[src/rtl/jedro_1_sign_extender.sv]
// Registered immediate sign/zero extender for the jedro_1 decode stage.
// Define SIGNEXT_COMB_OUT_EN to also expose the combinational result on out_o.
module jedro_1_sign_extender #(
    parameter int N = 32,
    parameter int M = 12,
    localparam int LW = $clog2(M + 1)
) (
    input  logic          clk_i,
    input  logic          rstn_i,
    input  logic          valid_i,
    input  logic [M-1:0]  in_i,
    input  logic [LW-1:0] len_i,
    input  logic          zero_ext_i,
    output logic [N-1:0]  out_q_o,
    output logic          valid_o,
    output logic          neg_o
`ifdef SIGNEXT_COMB_OUT_EN
    ,
    output logic [N-1:0]  out_o
`endif
);

    generate
        if (M > N || M < 1) begin : g_bad_params
            $error("jedro_1_sign_extender: requires 1 <= M <= N");
        end
    endgenerate

    int unsigned len_val;
    int unsigned eff_len;
    logic        fill_bit;
    logic [N-1:0] result;

    // Zero or out-of-range length selects the full field; bits at or above
    // the effective length are dropped and replaced by the fill bit.
    always_comb begin
        len_val  = 32'(len_i);
        eff_len  = (len_val == 0 || len_val > M) ? M : len_val;
        fill_bit = 1'b0;
        for (int i = 0; i < M; i++) begin
            if (!zero_ext_i && (i == int'(eff_len) - 1)) begin
                fill_bit = in_i[i];
            end
        end
        result = {N{fill_bit}};
        for (int i = 0; i < M; i++) begin
            if (i < int'(eff_len)) begin
                result[i] = in_i[i];
            end
        end
    end

    always_ff @(posedge clk_i) begin
        if (!rstn_i) begin
            out_q_o <= '0;
            neg_o   <= 1'b0;
            valid_o <= 1'b0;
        end else begin
            valid_o <= valid_i;
            if (valid_i) begin
                out_q_o <= result;
                neg_o   <= result[N-1];
            end
        end
    end

`ifdef SIGNEXT_COMB_OUT_EN
    assign out_o = result;
`endif

endmodule

[config.mk]
export PLATFORM = sky130hd
export DESIGN_NAME = jedro_1_sign_extender
export DESIGN_NICKNAME = d
export VERILOG_FILES = /design/src/rtl/jedro_1_sign_extender.sv
export SDC_FILE = /design/constraint.sdc
export NUM_CORES = 1
export LEC_CHECK = 0
export CORE_MARGIN = 5
export CORE_UTILIZATION = 40
export CTS_BUF_LIST = sky130_fd_sc_hd__clkbuf_4 sky130_fd_sc_hd__clkbuf_8
export CTS_CLUSTER_DIAMETER = 200
export CTS_CLUSTER_SIZE = 12
export DETAILED_ROUTE_END_ITERATION = 16
export DONT_BUFFER_PORTS = 1
export GPL_TIMING_DRIVEN = 0
export HOLD_SLACK_MARGIN = 0.05
export PLACE_DENSITY = 0.68
export SYNTH_ARGS = -nofsm -noshare
export SYNTH_HDL_FRONTEND = slang
export SYNTH_SLANG_ARGS = --single-unit
[constraint.sdc]
create_clock -name clk_i -period 2.2 [get_ports clk_i]
set_clock_uncertainty 0.2 [all_clocks]
set_input_delay 0.55 -clock clk_i [delete_from_list [all_inputs] [get_ports clk_i]]
set_output_delay 0.55 -clock clk_i [all_outputs]
set_load 0.1 [all_outputs]
==> results of run 1 <==
[metal layers]
metal  share of wire (%)  wire, µm  vias to the layer above  global-route usage, %
met3                  12       394                        7                  5.779
met5                   0         0                        -                      0
met1                  41      1336                      549                  19.13
met2                  46      1483                       62                  26.13
li1                    -         -                      561                      -
met4                 1.3        43                        0                  5.344
[path summary, 6_finish.rpt]
path                    start           to  slack [ns]  depth (start not counted)
hold reg to reg   out_q_o[12]  out_q_o[12]        0.69                          2
hold / removal        in_i[5]   out_q_o[5]        0.22                          2
setup reg to reg   out_q_o[1]   out_q_o[1]        0.34                          4
setup / recovery  out_q_o[12]  out_q_o[14]        0.13                          1
[cells in the final DEF, fill, tap and decap left out, types with 2 or more instances in the layout]
cell type  Yosys  routed
mux2i_1        3       3
buf_4         21      21
nand2_1       13      13
xnor2_1        2       2
o21a_1         2       2
inv_1          4       4
a21o_1         3       3
nand2b_1       5       5
clkbuf_1       5       5
o21ai_0       15      15
buf_2          4       4
clkbuf_4       0       3
o31ai_1        5       5
nand3_1        2       2
or4_1          2       2
o2111ai_1      2       2
nand3b_1       2       2
a21oi_2        2       2
dfxtp_1       14      13
nor2_1         8       8
nor3_1         4       4
a21oi_1       12      12
o22ai_1        2       2
a31oi_1        6       6
or3_1          4       4
[final cells by class]
class | count | area [µm²]
multi-input cells | 109 | 675.6
fillers | 298 | 1531
flip-flops and latches | 14 | 284.0
well taps | 31 | 38.79
plain buffers | 30 | 196.4
inverters | 5 | 18.77
clock buffers | 4 | 36.28
[cell families (layout without fill, tap and decap cells)]
family          count (synthesis)  count (layout)  share of synthesized area [%]
flops                          14              14                          23.93
simple gates                   46              46                          20.41
compound gates                 57              57                          32.48
xor+xnor                        3               3                          2.244
buf+inv                        35              39                          18.38
mux                             3               3                          2.564
[power groups by stage]
stage	logic (W)	clock network, W	registers (W)
after detailed placement	0.000442	0	0.000464
after floorplan	0.000412	0	0.000457
after global routing	0.000463	0.000219	0.000462
after CTS	0.000443	0.000198	0.000458
after global placement	0.000439	0	0.000463
final	0.000443	0.000195	0.000456
[flip-flops by register name, summed over array words and instances (netlist names)]
| name | cells |
|---|---|
| out_q_o | 13 |
| valid_o | 1 |
[what timing repair did]
action                     4_1_cts  5_1_grt
gates resized for setup          1        0
setup endpoints to repair       20        0
buffers inserted                 0        0
[through the flow]
step | TNS [ns] | utilization [%] | setup slack [ns] | cell area, µm² | total power [W]
4_1_cts | 0 | 44.94 | 0.1167 | 1250 | 0.001098
2_1_floorplan | 0 | - | 0.04024 | 1172 | 0.0008690
5_1_grt | 0 | 44.94 | 0.04622 | 1250 | 0.001143
3_3_place_gp | -0.2611 | 43.54 | -0.09587 | 1211 | 0.0009013
3_5_place_dp | -0.5513 | 43.54 | -0.1110 | 1211 | 0.0009055
6_report | 0 | 44.94 | 0.1303 | 1250 | 0.001094
==> results by group, run 1 <==
Run status
  – Status: completed

Routing
  – Initial DRT Pass Iterations: 4
  – Total Wirelength: 3.257 mm
  – Detail Route Antenna Nets: 0
  – Drt initial violations: 19
  – Vias per cell: 6.109
  – DR vias: 1,179
  – DRC errors left: 0
  – WL/cell: 16.88 µm

Logic synthesis
  – Post-synth top cells: 21 x buf_4, 15 x o21ai_0, 14 x dfxtp_1
  – Most common cell in the netlist: buf_4
  – Sequential fraction of the synthesis area: 23.93%
  – Post-synth top area share: 23.93%
  – Post-synthesis net count: 178
  – Post-synthesis async set-or-reset flop share: 0%
  – YS warnings: 0
  – Cells after Synth: 158
  – Post-synthesis register bit count: 14
  – Area contributors post-synth: dfxtp_1 24%, buf_4 13%, o21ai_0 6.4%
  – Yosys cell types: 40
  – Mean Syn Cell Area: 7.412 µm²
  – Mapped Area: 1171 µm²
  – Synth area leader: dfxtp_1
  – Primary FF master, synth: dfxtp_1
  – Number of synthesized flops with an enable pin: 0

Pwr
  – Clk network pwr share: 17.8%
  – Internal power: 0.0004721 W
  – Maximum VDD drop: 0.0005566 V
  – Cell Pwr Density: 874.9 nW/µm²
  – Psw: 0.0006214 W
  – Reg power frac: 41.7%
  – Comb power frac: 40.5%
  – Pleak: 0.4946 nW
  – Net Sw Frac: 56.83%

Setup path
  – Slowest cell on crit path: dfxtp_4
  – CP max stage delay: 0.65 ns
  – Critical path class: flip-flop to output port
  – Startpoint Class: flip-flop
  – Crit path DAT: 1.32 ns
  – Crit path max fanout: 22
  – CP Buf/Inv Count: 1
  – Crit-path cells: buf_4
  – WP data required: 1.45 ns
  – Critical path's top delay family: flip-flops
  – CP endpoint kind: output port

GRT
  – First-pass GRT wire length: 5.395 mm
  – Initial antenna violation count: 0
  – Vias in the first global route: 1,143
  – Total GRT Usage: 15.90%
  – Largest net degree at the start of global routing: 23
  – GR Overflow Total: 0

Clocking
  – Worst-Skew Late Latency: 0.28 ns
  – Worst-path clk slew: 0.09 ns
  – CTS tree: yes
  – CTS buffer count: 3
  – Root Driver: clkbuf_4
  – H-Tree Depth: 1
  – CTS max path bufs: 2
  – Num Clock Sinks: 14
  – Hold buffers post-CTS: 0

Floorplanning
  – Die Span X: 64.11 µm
  – I/O pin total: 54
  – DIE HEIGHT: 64.11 µm
  – Site Rows: 19
  – Full die area: 4110 µm²
  – Initial Util: 42.11%
  – CORE AREA: 2781 µm²

Finish
  – Share of cells above drive strength 1: 21.60%
  – Area Overhead vs Synth: 6.731%
  – # nets final: 183
  – Non-filler cells, final: 193
  – ANT cells: 0

STA
  – Max Transition Viols Final: 0
  – RSZ-0062 raised after global routing: no
  – Fmax: 0.4832 GHz
  – Minimum clock period: 2.070 ns
  – Final setup violation count: 0
  – Hold Vio Cnt, Final: 0
  – Slew HR: 31.80%
  – Minimum hold slack: 0.2241 ns
  – Period utilization: 94.08%
  – Slew @ Worst Pin: 1.022 ns

Placement
  – GPL Wtd Cong: 0.9019
  – Placed cells: 189
  – DP Wirelength: 2.497 mm
  – I/O Buffers: 0

Run
  – Maxcap violations: 0

Hold path
  – Hold WC Path Type: input pin to flip-flop
Note: power is estimated with default switching activity, not from simulation.
==> inputs of run 2 (changes only) <==
GPL_ROUTABILITY_DRIVEN = 0   (was not set)
REMOVE_ABC_BUFFERS = 1   (was not set)
==> results by group, run 2 (synthesized netlist as in run 1, its figures left out) <==
Run status
  – Status: finished, violations left (was completed)
  – Failing checks: negative setup slack

STA
  – Max Transition Viols Final: 0 (unchanged)
  – Period utilization: 120.3% (was 94.08%)
  – Slew HR: 31.80% (about the same)
  – Hold Vio Cnt, Final: 0 (unchanged)
  – Slew @ Worst Pin: 1.022 ns (about the same)
  – RSZ-0062 raised after global routing: yes (was no)
  – Final setup violation count: 10 (was 0)
  – Minimum clock period: 2.647 ns (was 2.070 ns)
  – Fmax: 0.3778 GHz (was 0.4832 GHz)
  – Setup ws final: -0.4470 ns (was 0.1303 ns)
  – Setup tns final: -4.445 ns (was 0 ns)

Routing
  – Vias per cell: 6.263 (was 6.109)
  – DRC errors left: 0 (unchanged)
  – Total Wirelength: 2.895 mm (was 3.257 mm)
  – Detail Route Antenna Nets: 0 (unchanged)
  – Initial DRT Pass Iterations: 4 (unchanged)
  – DR vias: 1,046 (was 1,179)
  – Drt initial violations: 16 (was 19)
  – WL/cell: 17.34 µm (was 16.88 µm)

Floorplanning
  – Site Rows: 19 (unchanged)
  – I/O pin total: 54 (unchanged)
  – Die Span X: 64.11 µm (unchanged)
  – Initial Util: 42.11% (unchanged)
  – Full die area: 4110 µm² (unchanged)
  – DIE HEIGHT: 64.11 µm (unchanged)
  – CORE AREA: 2781 µm² (unchanged)

GRT
  – Total GRT Usage: 14.33% (was 15.90%)
  – Largest net degree at the start of global routing: 26 (was 23)
  – First-pass GRT wire length: 4.830 mm (was 5.395 mm)
  – Initial antenna violation count: 0 (unchanged)
  – Vias in the first global route: 1,042 (was 1,143)
  – GR Overflow Total: 0 (unchanged)

Finish
  – Commonest cells after routing, fill and taps aside: 15 x o21ai_0, 13 x nand2_1, 13 x dfxtp_1, 12 x a21oi_1, 8 x nor2_1 (was 21 x buf_4, 15 x o21ai_0, 13 x nand2_1, 13 x dfxtp_1, 12 x a21oi_1)
  – # nets final: 157 (was 183)
  – Max reg flops: 13 (unchanged)
  – Top flop regs: out_q_o (13), valid_o (1) (unchanged)
  – Non-filler cells, final: 167 (was 193)
  – ANT cells: 0 (unchanged)
  – Area Overhead vs Synth: -0.6407% (was 6.731%)
  – Biggest register: out_q_o (unchanged)
  – Share of cells above drive strength 1: 10.29% (was 21.60%)
  – Commonest non-fill, non-tap cell in the layout: o21ai_0 (was buf_4)

Setup path
  – Crit path DAT: 1.90 ns (was 1.32 ns)
  – Startpoint Class: flip-flop (unchanged)
  – WP data required: 1.45 ns (about the same)
  – Critical path class: flip-flop to output port (unchanged)
  – CP endpoint kind: output port (unchanged)
  – Crit path max fanout: 6 (was 22)

Clocking
  – Root Driver: clkbuf_4 (unchanged)
  – CTS tree: yes (unchanged)
  – H-Tree Depth: 1 (unchanged)
  – Worst-Skew Late Latency: 0.28 ns (about the same)
  – Worst-path clk slew: 0.09 ns (about the same)
  – CTS max path bufs: 2 (unchanged)
  – Postcts setup bufs: 0 (unchanged)
  – CTS buffer count: 3 (unchanged)
  – Num Clock Sinks: 14 (unchanged)

Run
  – Maxcap violations: 0 (unchanged)

Placement
  – DP Wirelength: 2.144 mm (was 2.497 mm)
  – Placed cells: 163 (was 189)
  – I/O Buffers: 0 (unchanged)

Pwr
  – Maximum VDD drop: 0.0005625 V (was 0.0005566 V)
  – Cell Pwr Density: 898.7 nW/µm² (was 874.9 nW/µm²)
  – Pleak: 0.4124 nW (was 0.4946 nW)

Hold path
  – Hold WC Path Type: input pin to flip-flop (unchanged)
==> run 2: changes by cell type in the layout (fill, tap and decap cells not counted), sizes merged <==
cell	delta
clkbuf	-5
buf	-21
==> run 2: final cells by class <==
type                       instances  area (µm²)
multi-input combinational        109       675.6
timing repair buffer               4       110.1
fill                             275        1618
inverter                           5       18.77
sequential                        14       284.0
tap                               31       38.79
clock buffer                       4       36.28
==> run 2: timing repair <==
action                     CTS  global route
hold buffers                 0             0
setup endpoints to repair   10            10
gates resized for setup      0             0
gates cloned                 0             0
==> run 2: stage by stage <==
| step | instance area [µm²] | setup slack, ns | util (%) | total power (W) | hold slack, ns |
|---|---|---|---|---|---|
| floorplan | 974.7 | -13.64 | - | 0.0007648 | 0.4502 |
| global placement | 1013 | -13.88 | 36.44 | 0.0007805 | 0.4580 |
| detailed placement | 1127 | -0.1377 | 40.53 | 0.0008665 | 0.4579 |
| CTS | 1164 | -0.4573 | 41.84 | 0.001056 | 0.1504 |
| global route | 1164 | -0.4985 | 41.84 | 0.001087 | 0.1434 |
| finish | 1164 | -0.4470 | 41.84 | 0.001046 | 0.1604 |
==> run 2: final timing paths <==
check | from | endpoint | slack (ns) | cells after the start
worst max-delay path | out_q_o[12] | neg_o | -0.45 | 2
worst min-delay path | valid_i | out_q_o[4] | 0.16 | 1
worst max register to register | out_q_o[1] | out_q_o[1] | 0.37 | 4
worst min register to register | out_q_o[12] | out_q_o[12] | 0.64 | 2
==> run 2: power breakdown <==
group	switching [W]	internal (W)	leakage, nW	total (W)
combinational	0.000319	0.0000864	0.274	0.000405
sequential	0.000178	0.000275	0.117	0.000454
clock	0.0000864	0.000101	0.0210	0.000187
==> run 2: critical path, stage by stage, from the launching register on <==
cell and delay, ns:
dfxtp_4 0.60, buf_16 0.49, buf_16 0.51
==> run 2: routing by layer <==
layer  vias up  track usage [%]  part of all wire (%)
met2        40            23.99                    49
met3         4            4.904                   9.7
met1       492            17.16                    40
li1        510                -                     -
met4         0            4.580                  0.90
met5         -                0                     0
